==> config.mk <==
export PLATFORM = sky130hd
export DESIGN_NAME = module_item_decoder
export DESIGN_NICKNAME = d
export VERILOG_FILES = /design/src/rtl/module_item_decoder.sv
export SDC_FILE = /design/constraint.sdc
export NUM_CORES = 1
export LEC_CHECK = 0
export CAP_MARGIN = 20
export CORE_ASPECT_RATIO = 0.6
export CORE_MARGIN = 4
export CORE_UTILIZATION = 50
export DETAILED_ROUTE_END_ITERATION = 10
export DONT_BUFFER_PORTS = 1
export PLACE_DENSITY = 0.63
export SLEW_MARGIN = 20
export SYNTH_ARGS = -nofsm -noshare
export SYNTH_HDL_FRONTEND = slang
export SYNTH_SLANG_ARGS = --single-unit
==> constraint.sdc <==
create_clock -name clk -period 3.7 [get_ports clk]
set_input_delay 0.555 -clock clk [delete_from_list [all_inputs] [get_ports clk]]
set_output_delay 0.555 -clock clk [all_outputs]
set_load 0.005 [all_outputs]
==> src/rtl/module_item_decoder.sv <==
// Receive-side decoder for module_item framed streams: inverts the encoder transform,
// strips and verifies the trailing XOR checksum word, and re-emits the payload with dec_last.
module module_item_decoder #(
    parameter int WIDTH = 32,
    parameter int CNT_W = 16
) (
    input  logic             clk,
    input  logic             rst_n,
    input  logic             enc_valid,
    output logic             enc_ready,
    input  logic [WIDTH-1:0] enc_data,
    input  logic             enc_last,
    output logic             dec_valid,
    input  logic             dec_ready,
    output logic [WIDTH-1:0] dec_data,
    output logic             dec_last,
    output logic             frame_ok,
    output logic             frame_err,
    output logic [CNT_W-1:0] frame_count,
    output logic [CNT_W-1:0] err_count
);

    localparam int              HALF    = WIDTH / 2;
    localparam logic [WIDTH-1:0] MASK   = {WIDTH{HALF[0]}};
    localparam logic [CNT_W-1:0] CNT_MAX = '1;

    localparam logic [0:0] IDLE = 1'b0;
    localparam logic [0:0] HOLD = 1'b1;

    logic [0:0]       state;
    logic [WIDTH-1:0] held;
    logic [WIDTH-1:0] acc;
    logic [WIDTH-1:0] enc_word;
    logic             accept;
    logic             chk_match;

    assign enc_ready = !dec_valid || dec_ready;
    assign accept    = enc_valid && enc_ready;
    assign enc_word  = ~enc_data ^ MASK;
    // acc is zero whenever we sit in IDLE, so one compare covers empty frames too
    assign chk_match = (enc_word == acc);

    // A held word is released only once the next beat tells us whether it ends the frame
    always_ff @(posedge clk or negedge rst_n) begin
        if (!rst_n) begin
            state     <= IDLE;
            held      <= '0;
            acc       <= '0;
            dec_valid <= 1'b0;
            dec_data  <= '0;
            dec_last  <= 1'b0;
        end else begin
            if (dec_valid && dec_ready) begin
                dec_valid <= 1'b0;
            end
            if (accept) begin
                if (state == HOLD) begin
                    dec_valid <= 1'b1;
                    dec_data  <= held;
                    dec_last  <= enc_last;
                end
                if (enc_last) begin
                    acc   <= '0;
                    state <= IDLE;
                end else begin
                    held  <= enc_word;
                    acc   <= acc ^ enc_word;
                    state <= HOLD;
                end
            end
        end
    end

    always_ff @(posedge clk or negedge rst_n) begin
        if (!rst_n) begin
            frame_ok    <= 1'b0;
            frame_err   <= 1'b0;
            frame_count <= '0;
            err_count   <= '0;
        end else begin
            frame_ok  <= 1'b0;
            frame_err <= 1'b0;
            if (accept && enc_last) begin
                frame_ok  <= chk_match;
                frame_err <= !chk_match;
                if (frame_count != CNT_MAX) begin
                    frame_count <= frame_count + 1'b1;
                end
                if (!chk_match && err_count != CNT_MAX) begin
                    err_count <= err_count + 1'b1;
                end
            end
        end
    end

endmodule

=== After elaboration in Yosys (flattened, before gate mapping) ===
Cells that the tools add are included.

* $add $sub $neg: 2
* Multiply operators: 0
* Divide/modulo/power cells: 0
* Order comparisons: 0
* Equality and inequality tests: 3
* Shifts and indexed selects: 0
* Multiplexer cells: 7
* Bitwise gates (word level): 3
* Reductions and logical operators: 11

{| class="wikitable"
|+ Operators with widths
! cell !! count
|-
| $add 16x1->16 const B || 2
|-
| $eq 32x32->1 || 1
|-
| $mux 32 || 1
|-
| $ne 16x16->1 const B || 2
|-
| $not 32->32 || 1
|-
| $xor 32x32->32 || 1
|-
| $reduce_and 2->1 || 4
|-
| $mux 1 || 6
|-
| $logic_and 1x1->1 || 4
|-
| $logic_not 1->1 || 2
|-
| $logic_or 1x1->1 || 1
|-
| $not 1->1 || 1
|}

* Register bits after elaboration: 133
* Bits in latches: 0
* Bits in writable memories: 0
* ROM bits: 0
* Input port bits: 37
* Output and inout port bits: 69
* Logic and storage cells: 36
* Memories: 0

=== Longest topological paths before layout ===
Gate-level depths: netlist of the first run.

* Depth after elaboration: 5
* Mapped depth: 7
* Depth with buffers taken out: 7

=== Worst setup path after synthesis of the first run ===
No wires, ideal clock.

* Path kind: input -> register
* From: in enc_data[13]
* To: reg err_count[1]
* Arrival time: 1.822 ns
* Setup slack: 1.754 ns
* Stages: 6
* Path buffers: 0
* Cells stage by stage: xnor2_1 > nor4_1 > nand4_1 > nor3_4 > or3_2 > mux2_2

* Cells in the longest elaborated chain, start to end: 5

{| class="wikitable"
|+ RTL lines
! item !! RTL line !! RTL
|-
| start, declared || 11 || <nowiki>input logic [WIDTH-1:0] enc_data,</nowiki>
|-
| $not 32->32 || 39 || <nowiki>assign enc_word = ~enc_data ^ MASK;</nowiki>
|-
| $eq 32x32->1 || 41 || <nowiki>assign chk_match = (enc_word == acc);</nowiki>
|-
| $logic_not 1->1 || 89 || <nowiki>if (!chk_match && err_count != CNT_MAX) begin</nowiki>
|-
| $logic_and 1x1->1 || 89 ||
|-
| $reduce_and 2->1 (no line) || - ||
|-
| end signal, assigned || 90 || <nowiki>err_count <= err_count + 1'b1;</nowiki>
|-
| end, declared || 20 || <nowiki>output logic [CNT_W-1:0] err_count</nowiki>
|}

Every way passes these cells.
A chain may end at the register's enable or synchronous reset.

=== Worst setup path in the final report of the first run ===
* From: reg acc[21]
* To: reg err_count[1]

* Cells in the longest elaborated chain, start to end: 4

{| class="wikitable"
|+ RTL lines
! item !! RTL line !! RTL
|-
| start, declared || 32 || <nowiki>logic [WIDTH-1:0] acc;</nowiki>
|-
| start signal, assigned || 67 || <nowiki>acc <= acc ^ enc_word;</nowiki>
|-
| $eq 32x32->1 || 41 ||
|-
| $logic_not 1->1 || 89 ||
|-
| $logic_and 1x1->1 || 89 ||
|-
| $reduce_and 2->1 (no line) || - ||
|}

Every way passes these cells.

==> out/summary.log, run 1 <==
[placed_design] Placement Cell Area 6030 µm²
[clock_tree] number of hold buffers added after CTS 1
[synthesis] Synth top cells by count sky130_fd_sc_hd__dfrtp_1, sky130_fd_sc_hd__nand2_1, sky130_fd_sc_hd__xnor2_1, sky130_fd_sc_hd__mux2_2, sky130_fd_sc_hd__o21ai_0
[power] leakage power figure 0.00313 µW
[placed_design] GPL Wtd Cong 0.790
[clock_tree] post-CTS setup buffer count 0
[power] NetSw 1220 µW
[setup_path] Worst setup SP type register
[timing] setup repair after global routing missed its margin no
[timing] ratio of final minimum period to clock period 0.648
[drt] mean routed wirelength per cell 17.5 µm
[final_layout] ratio of cells with drive above 1 in the final layout 0.142
[power] total internal power 3470 µW
[timing] final count of pins violating max slew 0
[final_layout] net total in the final layout 576
[setup_path] worst r2r src acc[21]
[final_layout] core utilization of the finished layout 0.592
[synthesis] area fraction of the dominant cell type after synthesis 0.563
[timing] pin slew with the least headroom to its limit 921 ps
[final_layout] filler cell count 956
[clock_tree] TritonCTS Buffers 17
[clock_tree] number of levels the H-tree was split into 4
[setup_path] CP Launch Point acc[21]
[power] clock network power share 0.413
[synthesis] basic-gate share of the synthesized area counting and, or, nand and nor cells 0.160
[clock_tree] CTS tree done
[outcome] run status finished clean
[timing] smallest setup slack after layout 1300 ps
[drt] Avg Vias per Cell 5.48
[synthesis] Net Count, Synth 576
[power] power density of the placed cells 695 nW/µm²
[placed_design] worst slack after detailed placement 1180 ps
[synthesis] synthesis warning total 0
[clock_tree] number of instances resized during post-cts repair 0
[die] num rows 30
[grt] total routing resource utilization after global routing 0.192
[synthesis] Compound-Gate Fraction of Synth Area 0.0976
[grt] residual overflow from global routing 0
[synthesis] dominant cells by area after synthesis sky130_fd_sc_hd__dfrtp_1, sky130_fd_sc_hd__xnor2_1, sky130_fd_sc_hd__mux2_2
[drt] number of iterations in the first detailed-routing pass 5
[timing] Final setup viols 0
[synthesis] post-synthesis sequential area ratio 0.563
[final_layout] Design Area, Final 6750 µm²
[clock_tree] latest clock arrival within the worst-skew pair 400 ps
[worst_hold_path] class of the tightest hold or removal check in -> async
[setup_path] path type of the worst setup path reg -> reg
[placed_design] port bufs 0
[grt] vias in the first global route 3,856
[drt] initial DRC count 212
[synthesis] number of distinct library cells after synthesis 36
[timing] Final Hold Fails 0
[synthesis] mean area per synthesized cell 11.0 µm²
[die] Die Span Y 92.2 µm
[synthesis] synthesized-area fraction occupied by adder cells 0.00424
[synthesis] most area-hungry cell type in the Yosys netlist sky130_fd_sc_hd__dfrtp_1
[drt] wirelength, routed 12,400 µm
[synthesis] area share of xor/xnor cells in the synthesized design 0.0904
[die] starting density of the core 0.518
[synthesis] combinational family with the most area after synthesis simple AND/OR/NAND/NOR gates
[setup_path] capturing element type of the critical path register
[timing] Worst Skew 9.86 ps
[power] Logic pwr share 0.130
[synthesis] share of flip-flops with an asynchronous set or reset 1.00
[synthesis] cell area after synthesis 5910 µm²
[timing] min cycle time layout 2400 ps
[die] floorplan die area 13,700 µm²
[power] worst supply voltage drop on vdd 0.358 mV
[final_layout] # diodes 0
[power] switching share of total power 0.260
[timing] fmax 417 MHz
[drt] Post-DRT Antenna Nets 0
[power] sequential share of power 0.457
[setup_path] Req. time, crit path 3990 ps
[clock_tree] buffers from clock root to sink, at most 2
[grt] wire length of the first global-routing pass 20,500 µm
[timing] Max-slew headroom 0.384
[synthesis] Yosys reg bits 133
[die] die span in x 148 µm
[grt] pin count of the biggest net entering global routing 134
[clock_tree] CTS sink count 133
[final_layout] Area growth syn-to-layout 14.3%
[job] number of max-cap violations 0
[drt] final routed DRC violation total 0
[clock_tree] clock-pin transition on the worst setup and hold timing paths 60 ps
[synthesis] multiplexer area fraction after synthesis 0.0667
[placed_design] hpwl dp 8360 µm
[die] Floorplan Core Area 11,400 µm²
[die] I/O pin count 106
[drt] DR vias 3,893
[synthesis] most instantiated library cell after synthesis sky130_fd_sc_hd__dfrtp_1
[setup_path] arrival time worst endpoint 2680 ps
[grt] antenna violations before repair 0
[timing] Worst Hold Margin 129 ps
[setup_path] worst-path fanout max 16
[synthesis] predominant post-synthesis flop cell sky130_fd_sc_hd__dfrtp_1
[synthesis] count of flip-flops with a built-in enable after synthesis 0
[synthesis] post-synthesis instance total 537
[timing] Total Neg Setup Slack 0 ps
[clock_tree] clock tree root buffer cell sky130_fd_sc_hd__clkbuf_16
[setup_path] worst-case reg-to-reg path depth 6
==> critical path, stage by stage (launching register included) <==
cell and delay [ps]:
sky130_fd_sc_hd__dfrtp_1 410, sky130_fd_sc_hd__xnor2_1 150, sky130_fd_sc_hd__nor4_1 330, sky130_fd_sc_hd__nand4_1 290
sky130_fd_sc_hd__nor3_4 520, sky130_fd_sc_hd__or3_2 250, sky130_fd_sc_hd__mux2_2 320
==> final timing paths <==
path / endpoint / slack, ps
max: err_count[1] / 1300
min: held[19] / 130
max reg2reg: err_count[1] / 1300
min reg2reg: held[9] / 480
max in group asynchronous: held[7] / 3080
min in group clk: held[11] / 260
==> logic make-up (layout without fill, tap and decap cells) <==
logic type / count (synthesis) / count (layout)
multiplexers: 35 / 35
XOR/XNOR: 61 / 61
buffers and inverters: 23 / 36
flip-flops: 133 / 133
AO/OA/AOI/OAI: 98 / 98
adder cells (fa/ha/maj): 2 / 2
AND/OR/NAND/NOR: 185 / 185
==> layout make-up <==
type,count,area (µm²),share of cell area
timing repair buffer,3,42.5,0.00630
inverter,1,3.75,0.000556
clock inverter,11,219,0.0324
clock buffer,21,470,0.0697
sequential,133,3330,0.493
tap,160,200,0.0297
multi-input combinational,381,2490,0.368
==> metrics by stage <==
step / total power, µW / instances
after CTS: 4740 / 710
after floorplan: 2580 / 537
after detailed placement: 2760 / 677
after global routing: 4960 / 710
final: 4690 / 710
after global placement: 2710 / 677
==> registers in the layout (all words and copies together), names as in the netlist <==
register and flops:
frame_count 16, dec_valid 1, acc 32, dec_last 1, dec_data 32, held 32, state 1, err_count 16
frame_err 1, frame_ok 1
==> power groups by stage <==
stage / registers, µW / logic [µW] / clock network [µW]
floorplan: 2080 / 507 / 0
global placement: 2150 / 558 / 0
detailed placement: 2170 / 585 / 0
CTS: 2150 / 623 / 1970
global route: 2200 / 701 / 2060
finish: 2140 / 611 / 1940
==> layout by cell type, fill, tap and decap left out, types with 9 or more instances in the layout <==
cell | Yosys | routed
sky130_fd_sc_hd__o21ai_0 | 33 | 33
sky130_fd_sc_hd__nand2_1 | 86 | 85
sky130_fd_sc_hd__xnor2_1 | 46 | 46
sky130_fd_sc_hd__nand4_1 | 11 | 11
sky130_fd_sc_hd__nor4_1 | 12 | 12
sky130_fd_sc_hd__a21oi_1 | 31 | 31
sky130_fd_sc_hd__mux2_2 | 35 | 35
sky130_fd_sc_hd__a21o_1 | 30 | 30
sky130_fd_sc_hd__xor2_1 | 15 | 15
sky130_fd_sc_hd__or3_1 | 31 | 31
sky130_fd_sc_hd__clkbuf_16 | 0 | 17
sky130_fd_sc_hd__nand3_1 | 9 | 9
sky130_fd_sc_hd__dfrtp_1 | 133 | 133
==> routing by layer <==
metal  routed length (µm)  GRT usage
met3                  982     0.0672
met5                    0          0
met4                   72     0.0500
met2                 5450      0.279
met1                 5900      0.275
(Power assumes the default switching activity.)
==> run 2, diff against run 1 <==
--- a/config.mk
+++ b/config.mk
@@ -11,7 +11,7 @@
 export CORE_UTILIZATION = 50
 export DETAILED_ROUTE_END_ITERATION = 10
 export DONT_BUFFER_PORTS = 1
-export PLACE_DENSITY = 0.63
+export PLACE_DENSITY = 0.66
 export SLEW_MARGIN = 20
 export SYNTH_ARGS = -nofsm -noshare
 export SYNTH_HDL_FRONTEND = slang
==> constraint.sdc (replaced) <==
create_clock -name clk -period 1.9 [get_ports clk]
set_input_delay 0.285 -clock clk [delete_from_list [all_inputs] [get_ports clk]]
set_output_delay 0.285 -clock clk [all_outputs]
set_load 0.005 [all_outputs]
==> out/summary.log, run 2 (synthesis gave the netlist of run 1 again) <==
[setup_path] number of buffer and inverter stages on the critical path 0 [unchanged]
[final_layout] core utilization of the finished layout 0.663 [+0.0711]
[drt] routed length on met1 6220 µm [+5.4%]
[final_layout] filler cell count 901 [-5.8%]
[power] NetSw 2460 µW [+100%]
[timing] pin slew with the least headroom to its limit 355 ps [-566 ps]
[final_layout] register area 3330 µm² [unchanged]
[setup_path] arrival time worst endpoint 2270 ps [-410 ps]
[die] I/O pin count 106 [unchanged]
[power] Logic pwr share 0.178 [+0.048]
[clock_tree] latest clock arrival within the worst-skew pair 410 ps [about the same]
[drt] met3 wire length 970 µm [-1.2%]
[setup_path] standard cell with the maximum stage delay on the critical path sky130_fd_sc_hd__dfrtp_1
[final_layout] leading cell types in the layout, fill and taps excluded sky130_fd_sc_hd__dfrtp_1, sky130_fd_sc_hd__nand2_1, sky130_fd_sc_hd__buf_4, sky130_fd_sc_hd__xnor2_1, sky130_fd_sc_hd__mux2_2
[drt] Met2 Wirelength 6510 µm [+19%]
[setup_path] Worst setup SP type register
[power] sequential share of power 0.425 [-0.032]
[job] number of max-cap violations 0 [unchanged]
[setup_path] category of cells accounting for the largest share of critical-path delay simple AND/OR/NAND/NOR gates
[drt] mean routed wirelength per cell 17.7 µm [+1.1%]
[setup_path] capturing element type of the critical path register
[placed_design] hpwl dp 9120 µm [+9.0%]
[setup_path] worst r2r src acc[8]
[power] switching share of total power 0.258 [-0.00190]
[grt] antenna violations before repair 0 [unchanged]
[timing] Max-slew headroom 0.761 [+0.377]
[placed_design] Placement Cell Area 6370 µm² [+5.7%]
[drt] Post-DRT Antenna Nets 0 [unchanged]
[timing] ratio of final minimum period to clock period 1.04 [+0.392]
[die] floorplan die area 13,700 µm² [unchanged]
[drt] top routing layer in use met4
[outcome] failing checks negative hold slack, negative setup slack
[die] num rows 30 [unchanged]
[clock_tree] number of hold buffers added after CTS 31 [+30]
[die] die span in x 148 µm [unchanged]
[timing] Final setup viols 10 [+10]
[setup_path] Worst path max stage delay 400 ps [-120 ps]
[setup_path] Req. time, crit path 2190 ps [-1800 ps]
[timing] Worst Skew 15.8 ps [+5.89 ps]
[timing] smallest setup slack after layout -74.7 ps [-1380 ps]
[setup_path] CP cell instances xnor2_2 > nor4_1 > nand4_1 > nor3_4 > or3_2 > mux2_2
[die] Die Span Y 92.2 µm [unchanged]
[final_layout] ratio of cells with drive above 1 in the final layout 0.236 [+0.0946]
[timing] min cycle time layout 1970 ps [-421 ps]
[setup_path] worst-path fanout max 3 [-13]
[outcome] run status complete, but fails checks
[setup_path] path type of the worst setup path reg -> reg
[power] leakage power figure 0.00355 µW [+13%]
[power] clock network power share 0.397 [-0.016]
[power] total internal power 7080 µW [+100%]
[grt] residual overflow from global routing 0 [unchanged]
[clock_tree] number of levels the H-tree was split into 4 [unchanged]
[final_layout] net total in the final layout 653 [+13%]
[timing] Final Hold Fails 133 [+133]
[timing] setup repair after global routing missed its margin yes
[grt] vias in the first global route 4,352 [+13%]
[worst_hold_path] class of the tightest hold or removal check in -> async
[clock_tree] clock-pin transition on the worst setup and hold timing paths 60 ps [about the same]
[final_layout] largest registers acc (32), dec_data (32), held (32)
[clock_tree] buffers from clock root to sink, at most 2 [unchanged]
[power] worst supply voltage drop on vdd 0.782 mV [+120%]
[timing] final count of pins violating max slew 0 [unchanged]
[clock_tree] clock tree root buffer cell sky130_fd_sc_hd__clkbuf_16
[drt] Avg Vias per Cell 5.49 [about the same]
[grt] wire length of the first global-routing pass 22,400 µm [+9.3%]
[final_layout] Area growth syn-to-layout 28.0%
[die] starting density of the core 0.518 [unchanged]
[placed_design] port bufs 0 [unchanged]
[drt] wirelength, routed 13,900 µm [+12%]
[drt] number of iterations in the first detailed-routing pass 5 [unchanged]
[die] Floorplan Core Area 11,400 µm² [unchanged]
[final_layout] area occupied by multi-input gates 2630 µm² [+5.6%]
[setup_path] slack of the worst reg-to-reg path -70 ps [-1380 ps]
[placed_design] GPL Wtd Cong 0.833 [+5.5%]
[timing] Worst Hold Margin -435 ps [-563 ps]
[power] power density of the placed cells 1260 nW/µm² [+81%]
[timing] fmax 506 MHz [+21%]
[clock_tree] TritonCTS Buffers 17 [unchanged]
[grt] pin count of the biggest net entering global routing 134 [unchanged]
[setup_path] worst-case reg-to-reg path depth 6 [unchanged]
[grt] total routing resource utilization after global routing 0.212 [+0.0199]
[drt] DR vias 4,313 [+11%]
[drt] final routed DRC violation total 0 [unchanged]
[clock_tree] CTS tree done
[setup_path] worst flop-to-flop path endpoint err_count[1]
[final_layout] Design Area, Final 7560 µm² [+12%]
[final_layout] commonest non-fill, non-tap cell in the layout sky130_fd_sc_hd__dfrtp_1
[clock_tree] CTS sink count 133 [unchanged]
[drt] initial DRC count 208 [-1.9%]
[final_layout] # diodes 0 [unchanged]
[run 2: cell types whose count changed in the layout (fill, tap and decap cells not counted), sizes merged, moves of 2 or more]
| cell | previous run | this run |
|---|---|---|
| buf | 3 | 49 |
| clkbuf | 21 | 17 |
| clkinv | 2 | 5 |
| dlygate4sd3 | 0 | 31 |
| inv | 3 | 1 |
[run 2: area by class of cell]
cell class / count / area share
inverter: 1 / 0.000496
timing repair buffer: 80 / 0.0952
clock buffer: 17 / 0.0563
clock inverter: 14 / 0.0341
tap: 160 / 0.0265
sequential: 133 / 0.440
multi-input combinational: 381 / 0.347
[run 2: worst max-delay path by stage]
stage | to | slack [ps] | startpoint | depth (start not counted)
after global routing | err_count[1] | -140 | acc[31] | 6
final | err_count[1] | -70 | acc[8] | 6
after detailed placement | err_count[4] | -80 | acc[25] | 7
after global placement | err_count[4] | -30 | acc[25] | 7
after floorplan | err_count[1] | 30 | err_count[0] | 6
after CTS | err_count[1] | -80 | acc[8] | 6
[run 2: through the flow]
stage / cells / total power (µW) / worst slack [ps] / TNS, ps
floorplan: 537 / 5030 / 32.2 / 0
global placement: 719 / 5530 / -28.7 / -89.5
detailed placement: 719 / 5650 / -82.7 / -325
CTS: 784 / 9580 / -84.9 / -293
global route: 786 / 10000 / -141 / -1250
finish: 786 / 9540 / -74.7 / -246
[run 2: per-layer routing]
metal  GRT usage  vias to the layer above
li1            -                     2043
met1       0.288                     2145
met2       0.318                      110
met3      0.0652                       15
met4      0.0830                        0
met5           0                        -
[run 2: what timing repair did]
action | in CTS | in global routing
pin swaps | 1 | 5
resized for setup | 5 | 20
endpoints found under the setup margin | 13 | 23
setup buffers | 3 | 2
endpoints found under the hold margin | 165 | 133
[run 2: power by group through the flow]
| stage | sequential, µW | clock [µW] | combinational (µW) |
|---|---|---|---|
| after floorplan | 4040 | 0 | 987 |
| after detailed placement | 4100 | 0 | 1550 |
| final | 4050 | 3790 | 1700 |
| after global routing | 4140 | 4010 | 1880 |
| after global placement | 4050 | 0 | 1490 |
| after CTS | 4050 | 3860 | 1660 |
